## src/rtl/pipe_hazard_ctrl.sv

```systemverilog
// Central pipeline flow control: load-use interlock, branch redirect/flush, memory-wait freeze.
// Optional memory watchdog enabled by defining PIPE_MEM_WATCHDOG_EN (adds MEM_ERR output).
module pipe_hazard_ctrl #(
  parameter int REG_ADDR_W     = 5,
  parameter int FLUSH_W        = 2,
  parameter int LD_USE_BUBBLES = 1,
  parameter int CNT_W          = 16,
  parameter int MEM_WAIT_MAX   = 15
) (
  input  logic                  CLK,
  input  logic                  RST,
  input  logic [REG_ADDR_W-1:0] ID_RS_ADD,
  input  logic [REG_ADDR_W-1:0] ID_RT_ADD,
  input  logic                  ID_USES_RT,
  input  logic [REG_ADDR_W-1:0] EX_RD_ADD,
  input  logic                  EX_IS_LD,
  input  logic                  EX_WB_EN,
  input  logic                  BRANCH_EX,
  input  logic                  MEM_REQ,
  input  logic                  MEM_READY,
  output logic                  PC_WE,
  output logic                  PC_SEL,
  output logic                  IF_ID_WE,
  output logic                  BUBBLE_EX,
  output logic [FLUSH_W-1:0]    FLUSH,
  output logic                  FREEZE,
`ifdef PIPE_MEM_WATCHDOG_EN
  output logic                  MEM_ERR,
`endif
  output logic [CNT_W-1:0]      STALL_CNT,
  output logic [CNT_W-1:0]      FLUSH_CNT
);

  localparam logic [1:0] S_RUN   = 2'd0;
  localparam logic [1:0] S_LDUSE = 2'd1;
  localparam logic [1:0] S_MWAIT = 2'd2;

  logic [1:0] state, state_nxt, ret, ret_nxt, eff_state;
  logic [2:0] bcnt, bcnt_nxt;
  logic       haz, mwait;

  assign haz = EX_IS_LD & EX_WB_EN & (EX_RD_ADD != '0) &
               ((EX_RD_ADD == ID_RS_ADD) | (ID_USES_RT & (EX_RD_ADD == ID_RT_ADD)));

`ifdef PIPE_MEM_WATCHDOG_EN
  localparam int WCNT_W = $clog2(MEM_WAIT_MAX + 1);
  logic [WCNT_W-1:0] wcnt;
  logic              mem_err;

  // Once the watchdog trips, memory waits no longer freeze the pipeline.
  assign mwait   = MEM_REQ & ~MEM_READY & ~mem_err;
  assign MEM_ERR = mem_err;

  always_ff @(posedge CLK or negedge RST) begin
    if (!RST) begin
      wcnt    <= '0;
      mem_err <= 1'b0;
    end else if (mwait && state != S_MWAIT) begin
      wcnt <= '0;
    end else if (mwait && state == S_MWAIT) begin
      wcnt <= wcnt + {{(WCNT_W-1){1'b0}}, 1'b1};
      if (32'(wcnt) + 32'd1 >= MEM_WAIT_MAX)
        mem_err <= 1'b1;
    end
  end
`else
  assign mwait = MEM_REQ & ~MEM_READY;
`endif

  // Leaving MWAIT is zero-cycle: the saved state is evaluated as if it were current.
  always_comb begin
    PC_WE     = 1'b1;
    PC_SEL    = 1'b0;
    IF_ID_WE  = 1'b1;
    BUBBLE_EX = 1'b0;
    FLUSH     = '0;
    FREEZE    = 1'b0;
    state_nxt = state;
    ret_nxt   = ret;
    bcnt_nxt  = bcnt;
    eff_state = (state == S_MWAIT) ? ret : state;
    if (mwait) begin
      FREEZE    = 1'b1;
      PC_WE     = 1'b0;
      IF_ID_WE  = 1'b0;
      state_nxt = S_MWAIT;
      if (state != S_MWAIT)
        ret_nxt = state;
    end else begin
      state_nxt = eff_state;
      if (eff_state == S_RUN && BRANCH_EX) begin
        PC_SEL = 1'b1;
        FLUSH  = '1;
      end else if (eff_state == S_RUN && haz) begin
        PC_WE     = 1'b0;
        IF_ID_WE  = 1'b0;
        BUBBLE_EX = 1'b1;
        if (LD_USE_BUBBLES > 1) begin
          state_nxt = S_LDUSE;
          bcnt_nxt  = 3'(LD_USE_BUBBLES - 1);
        end
      end else if (eff_state == S_LDUSE) begin
        PC_WE     = 1'b0;
        IF_ID_WE  = 1'b0;
        BUBBLE_EX = 1'b1;
        bcnt_nxt  = bcnt - 3'd1;
        if (bcnt <= 3'd1)
          state_nxt = S_RUN;
      end
    end
  end

  always_ff @(posedge CLK or negedge RST) begin
    if (!RST) begin
      state <= S_RUN;
      ret   <= S_RUN;
      bcnt  <= 3'd0;
    end else begin
      state <= state_nxt;
      ret   <= ret_nxt;
      bcnt  <= bcnt_nxt;
    end
  end

  // Performance counters stick at all-ones instead of wrapping.
  always_ff @(posedge CLK or negedge RST) begin
    if (!RST) begin
      STALL_CNT <= '0;
      FLUSH_CNT <= '0;
    end else begin
      if ((FREEZE || BUBBLE_EX) && STALL_CNT != '1)
        STALL_CNT <= STALL_CNT + {{(CNT_W-1){1'b0}}, 1'b1};
      if (PC_SEL && FLUSH_CNT != '1)
        FLUSH_CNT <= FLUSH_CNT + {{(CNT_W-1){1'b0}}, 1'b1};
    end
  end

endmodule

```

## config.mk

```make
export PLATFORM = sky130hd
export DESIGN_NAME = pipe_hazard_ctrl
export DESIGN_NICKNAME = d
export VERILOG_FILES = /design/src/rtl/pipe_hazard_ctrl.sv
export SDC_FILE = /design/constraint.sdc
export NUM_CORES = 1
export LEC_CHECK = 0
export ABC_CLOCK_PERIOD_IN_PS = 5800
export CAP_MARGIN = 20
export CORE_MARGIN = 5
export CORE_UTILIZATION = 45
export CTS_BUF_LIST = sky130_fd_sc_hd__clkbuf_8
export DETAILED_ROUTE_END_ITERATION = 10
export GPL_ROUTABILITY_DRIVEN = 0
export GPL_TIMING_DRIVEN = 0
export PLACE_DENSITY = 0.75
export SYNTH_ARGS = -nofsm -noshare
export SYNTH_HDL_FRONTEND = slang
export SYNTH_SLANG_ARGS = --single-unit
```

## constraint.sdc

```tcl
create_clock -name CLK -period 5.8 [get_ports CLK]
set_input_delay 1.16 -clock CLK [delete_from_list [all_inputs] [get_ports CLK]]
set_output_delay 1.16 -clock CLK [all_outputs]
set_load 0.02 [all_outputs]
```

Word-level counts from Yosys, hierarchy flattened
Index checks and enable logic that the tools add are counted.
Cells by class
  add/sub/neg operators: 3
  order comparisons: 1
  eq/ne operators: 7
  mux-type cells: 19
  bitwise logic cells: 10
  reductions and logical operators: 9
Operators with widths (count)
  $add 16x1->16 const B: 2
  $ne 16x16->1 const B: 2
  $mux 2: 8
  $mux 1: 11
  $eq 5x5->1: 2
  $and 1x1->1: 5
  $reduce_bool 5->1: 1
  $logic_and 1x1->1: 4
  $not 1->1: 4
  $reduce_and 4->1: 1
  $le 3x1->1 const B: 1
  $sub 3x1->3 const B: 1
  $eq 2x1->1 const B: 1
  $eq 2x2->1 const B: 1
  $logic_not 2->1: 1
  $ne 2x2->1 const B: 1
  $reduce_and 2->1: 1
  $logic_or 1x1->1: 1
  $or 1x1->1: 1
Word-level totals
  flip-flop bits (word level): 39
  output and inout bits: 39
  logic and storage cells: 54

Longest topological paths before layout
  depth in word-level cells: 10
  depth in mapped cells: 8
  mapped depth without buffers: 7

Least setup slack after synthesis
Ideal clock, no wire load.
  kind: input -> output
  start point: input port EX_RD_ADD[1]
  end point: output port PC_WE
  arrival: 2.450 ns
  required time: 4.640 ns
  path slack: 2.190 ns
  stages: 6
  buffers on the path: 2
  path through: or4_1 nor2_1 or4_1 o211a_4 buf_6 buf_4
On the way
  longest elaborated chain between the ends: 8
RTL lines
  start, declared: line 15  | input logic [REG_ADDR_W-1:0] EX_RD_ADD,
  $eq 5x5->1: line 43  | ((EX_RD_ADD == ID_RS_ADD) | (ID_USES_RT & (EX_RD_ADD == ID_RT_ADD)));
  $and 1x1->1: line 43
  $or 1x1->1: line 43
  $and 1x1->1 *: line 42  | assign haz = EX_IS_LD & EX_WB_EN & (EX_RD_ADD != '0) &
  $logic_and 1x1->1 *: line 94  | end else if (eff_state == S_RUN && haz) begin
  $mux 1 * (3 in a row)
  end, declared: line 21  | output logic PC_WE,
Every way passes the cells marked *; elsewhere a longest branch is shown, timed or not.

Worst setup path after layout
  start point: input port EX_RD_ADD[1]
  end point: output port PC_WE
On the way
  longest elaborated chain between the ends: 8
RTL lines
  $eq 5x5->1: line 43
  $and 1x1->1: line 43
  $or 1x1->1: line 43
  $and 1x1->1 *: line 42
  $logic_and 1x1->1 *: line 94
  $mux 1 *: line 94
  $mux 1 *: line 91  | if (eff_state == S_RUN && BRANCH_EX) begin
  $mux 1 *: line 82  | if (mwait) begin
Marked as above.

==> summary.txt <==
GRT
  – Initial antenna violation count: 0
  – Grt ovf: 0
  – Largest net degree at the start of global routing: 40
  – Vias in the first global route: 1,690
  – First-pass GRT wire length: 7755 um
  – Global-route usage over all layers: 15.74%

Power
  – Peak supply drop: 0.2206 mV
  – Combinational Power Share: 32.8%
  – Switching pwr: 0.0002915 W
  – Clock network fraction of total power: 21.4%
  – Power Total: 0.0008386 W
  – Internal power: 0.0005471 W
  – Leak: 1.213 nW
  – Seq pwr share: 45.9%
  – Switching share of power: 34.77%
  – Power per Cell Area: 290.4 nW/um2

Clock tree
  – Setup bufs post-CTS: 0
  – CTS Sinks: 39
  – Clock buffers created by TritonCTS: 5
  – CTS clk-pin slew, worst paths: 70 ps
  – H-tree levels: 2
  – Root buffer cell: clkbuf_8
  – CTS tree: built
  – PostCTS Resize Cnt: 0
  – Hold-fix buffers at CTS: 0
  – Clock Tree Buf Depth: 2
  – Clock latency on the worst-skew pair: 300 ps

Worst setup path
  – Crit-path max cell delay: 590 ps
  – Crit path cell chain: clkdlybuf4s50_1 > or4_1 > nor2_1 > or4_1 > o211a_4 > buf_6 > buf_4 > clkdlybuf4s50_1
  – Crit path DAT: 3620 ps
  – Slowest CP cell: clkdlybuf4s50_1
  – Startpoint type of the worst setup path: input port
  – Worst r2r path cells: 8
  – Endpoint type of the worst setup path: primary output
  – Worst-path maximum fanout: 11
  – Worst EP required: 4640 ps
  – Worst path bufs/invs: 4
  – Number of cells on the critical path: 8
  – Top cell family by delay on the critical path: buffers and inverters
  – Setup Crit Path Kind: input port to primary output

Floorplan
  – Io pins: 62
  – Die width: 78.79 um
  – Core area: 4661 um2
  – Die Ht: 78.79 um
  – Initial core utilization: 45.69%
  – Row Count: 25
  – Full die area: 6208 um2

Detailed routing
  – First-pass DRT Iterations: 6
  – Vias per std cell: 5.143
  – Top routing layer in use: met4
  – Drt initial violations: 111
  – Routed Antenna Nets: 0
  – WL met1: 2176 um
  – Total number of vias: 1,687
  – Met2 WL: 2061 um
  – Total Routed Length: 4633 um
  – Drt drc: 0
  – Wirelength per Cell: 14.13 um
  – Wire length on met3: 329 um

STA
  – Final setup vio count: 0
  – Fin Clk Skew: 6.510 ps
  – Final TNS setup: 0 ps
  – Slew Viols, Final: 0
  – Tmin final: 4776 ps
  – Max frequency: 209.4 MHz
  – Period Utilization, post-route: 82.35%
  – Least-Margin Pin Slew: 842.0 ps
  – RSZ-0062 raised after global routing: no
  – Slew margin rel.: 43.86%
  – Worst hold slack: 467.7 ps
  – Final Hold Violating Endpoints: 0

Flow run
  – # Max-Cap Violations: 0

Yosys
  – Syn Std Cell Area: 2130 um2
  – FF+latch count, synth: 39
  – Post-synthesis sequential area ratio: 45.83%
  – Synth async-reset ratio: 100.0%
  – Post-synthesis cell type count: 39
  – Mapped Cells: 205
  – Post-synth EDFFs: 0
  – Top_reg_cell synth: dfrtp_1
  – Synthesized net count: 232
  – Syn Area/Cell: 10.39 um2
  – Yosys warning count: 0

Cells and area
  – Most frequent cells in the layout: clkdlybuf4s50_1 (60), dfrtp_1 (39), xor2_1 (30), nand2_1 (19), nor2_1 (15)
  – Fill cells: 392
  – Nets: 300
  – Area delta synth->final: 35.61%
  – Commonest non-fill, non-tap cell in the layout: clkdlybuf4s50_1
  – Final Util: 61.96%
  – Ant diodes: 0
  – Share of layout cells above drive strength 1: 10.58%
  – Fin cells: 328

Run status
  – Status: complete, no violations

Place
  – DP HPWL: 3404 um
  – Port bufs: 61
  – Placed cell count: 320

Min path
  – HP Class: register to register
  – Min-Delay Path Depth: 1
[logic make-up after synthesis]
logic type,synth area share [%]
buffers and inverters,3.466
flip-flops,45.83
adder cells (fa/ha/maj),2.350
AO/OA/AOI/OAI,6.111
AND/OR/NAND/NOR,24.21
XOR/XNOR,16.45
multiplexers,1.586
[per-stage QoR]
stage          setup slack (ps)  cell area [um2]
3_3_place_gp               1030             2808
3_5_place_dp               1046             2803
4_1_cts                    1023             2888
6_report                   1024             2888
5_1_grt                   903.6             2888
2_1_floorplan              2190             2130
[state kept, by name, indices dropped and copies added (netlist names)]
name / cells
bcnt: 3
state: 2
FLUSH_CNT: 16
ret: 2
STALL_CNT: 16
[worst paths after layout]
kind | from | to | slack, ps
worst max-delay path | EX_RD_ADD[1] | PC_WE | 1020
worst min-delay path | bcnt[2] | bcnt[2] | 470
worst max register to register | STALL_CNT[0] | STALL_CNT[2] | 3570
worst min register to register | bcnt[2] | bcnt[2] | 470
max in group asynchronous | RST | STALL_CNT[5] | 4300
min in group asynchronous | RST | FLUSH_CNT[14] | 960
[Yosys cell counts (3+ instances only)]
| master | instances | area (um2) |
|---|---|---|
| nand3_1 | 13 | 65.06 |
| nor3_2 | 7 | 70.07 |
| nor2_1 | 15 | 56.30 |
| inv_1 | 8 | 30.03 |
| and4_1 | 3 | 26.28 |
| buf_4 | 3 | 22.52 |
| mux2_1 | 3 | 33.78 |
| nand2_1 | 19 | 71.32 |
| ha_1 | 4 | 50.05 |
| nor3_1 | 5 | 25.02 |
| xnor2_1 | 10 | 87.58 |
| nand4_1 | 6 | 37.54 |
| and3_1 | 5 | 31.28 |
| dfrtp_1 | 39 | 975.9 |
| o21ai_0 | 4 | 20.02 |
| xor2_1 | 30 | 262.8 |
[area by class of cell]
cell class	count	area (um2)	share of cell area, %
multi-input combinational	152	1080	37.39
sequential	39	975.9	33.80
timing repair buffer	61	605.6	20.97
clock buffer	5	68.82	2.383
tap	54	67.56	2.340
buffer	6	43.79	1.516
inverter	8	30.03	1.040
clock inverter	3	16.27	0.5633
[layer usage]
metal	vias to the layer above	track usage, %
met5	-	0
met4	0	5.245
met3	6	5.102
met2	55	24.62
met1	787	20.58
li1	839	-
[power groups by stage]
stage                     Combinational (W)  Sequential [W]  Clock, W
final                              0.000275        0.000385  0.000179
after global routing               0.000300        0.000396  0.000198
after CTS                          0.000279        0.000386  0.000185
after detailed placement           0.000278        0.000391         0
after global placement             0.000272        0.000389         0
after floorplan                    0.000105        0.000428         0
Note: power is estimated with default switching activity, not from simulation.
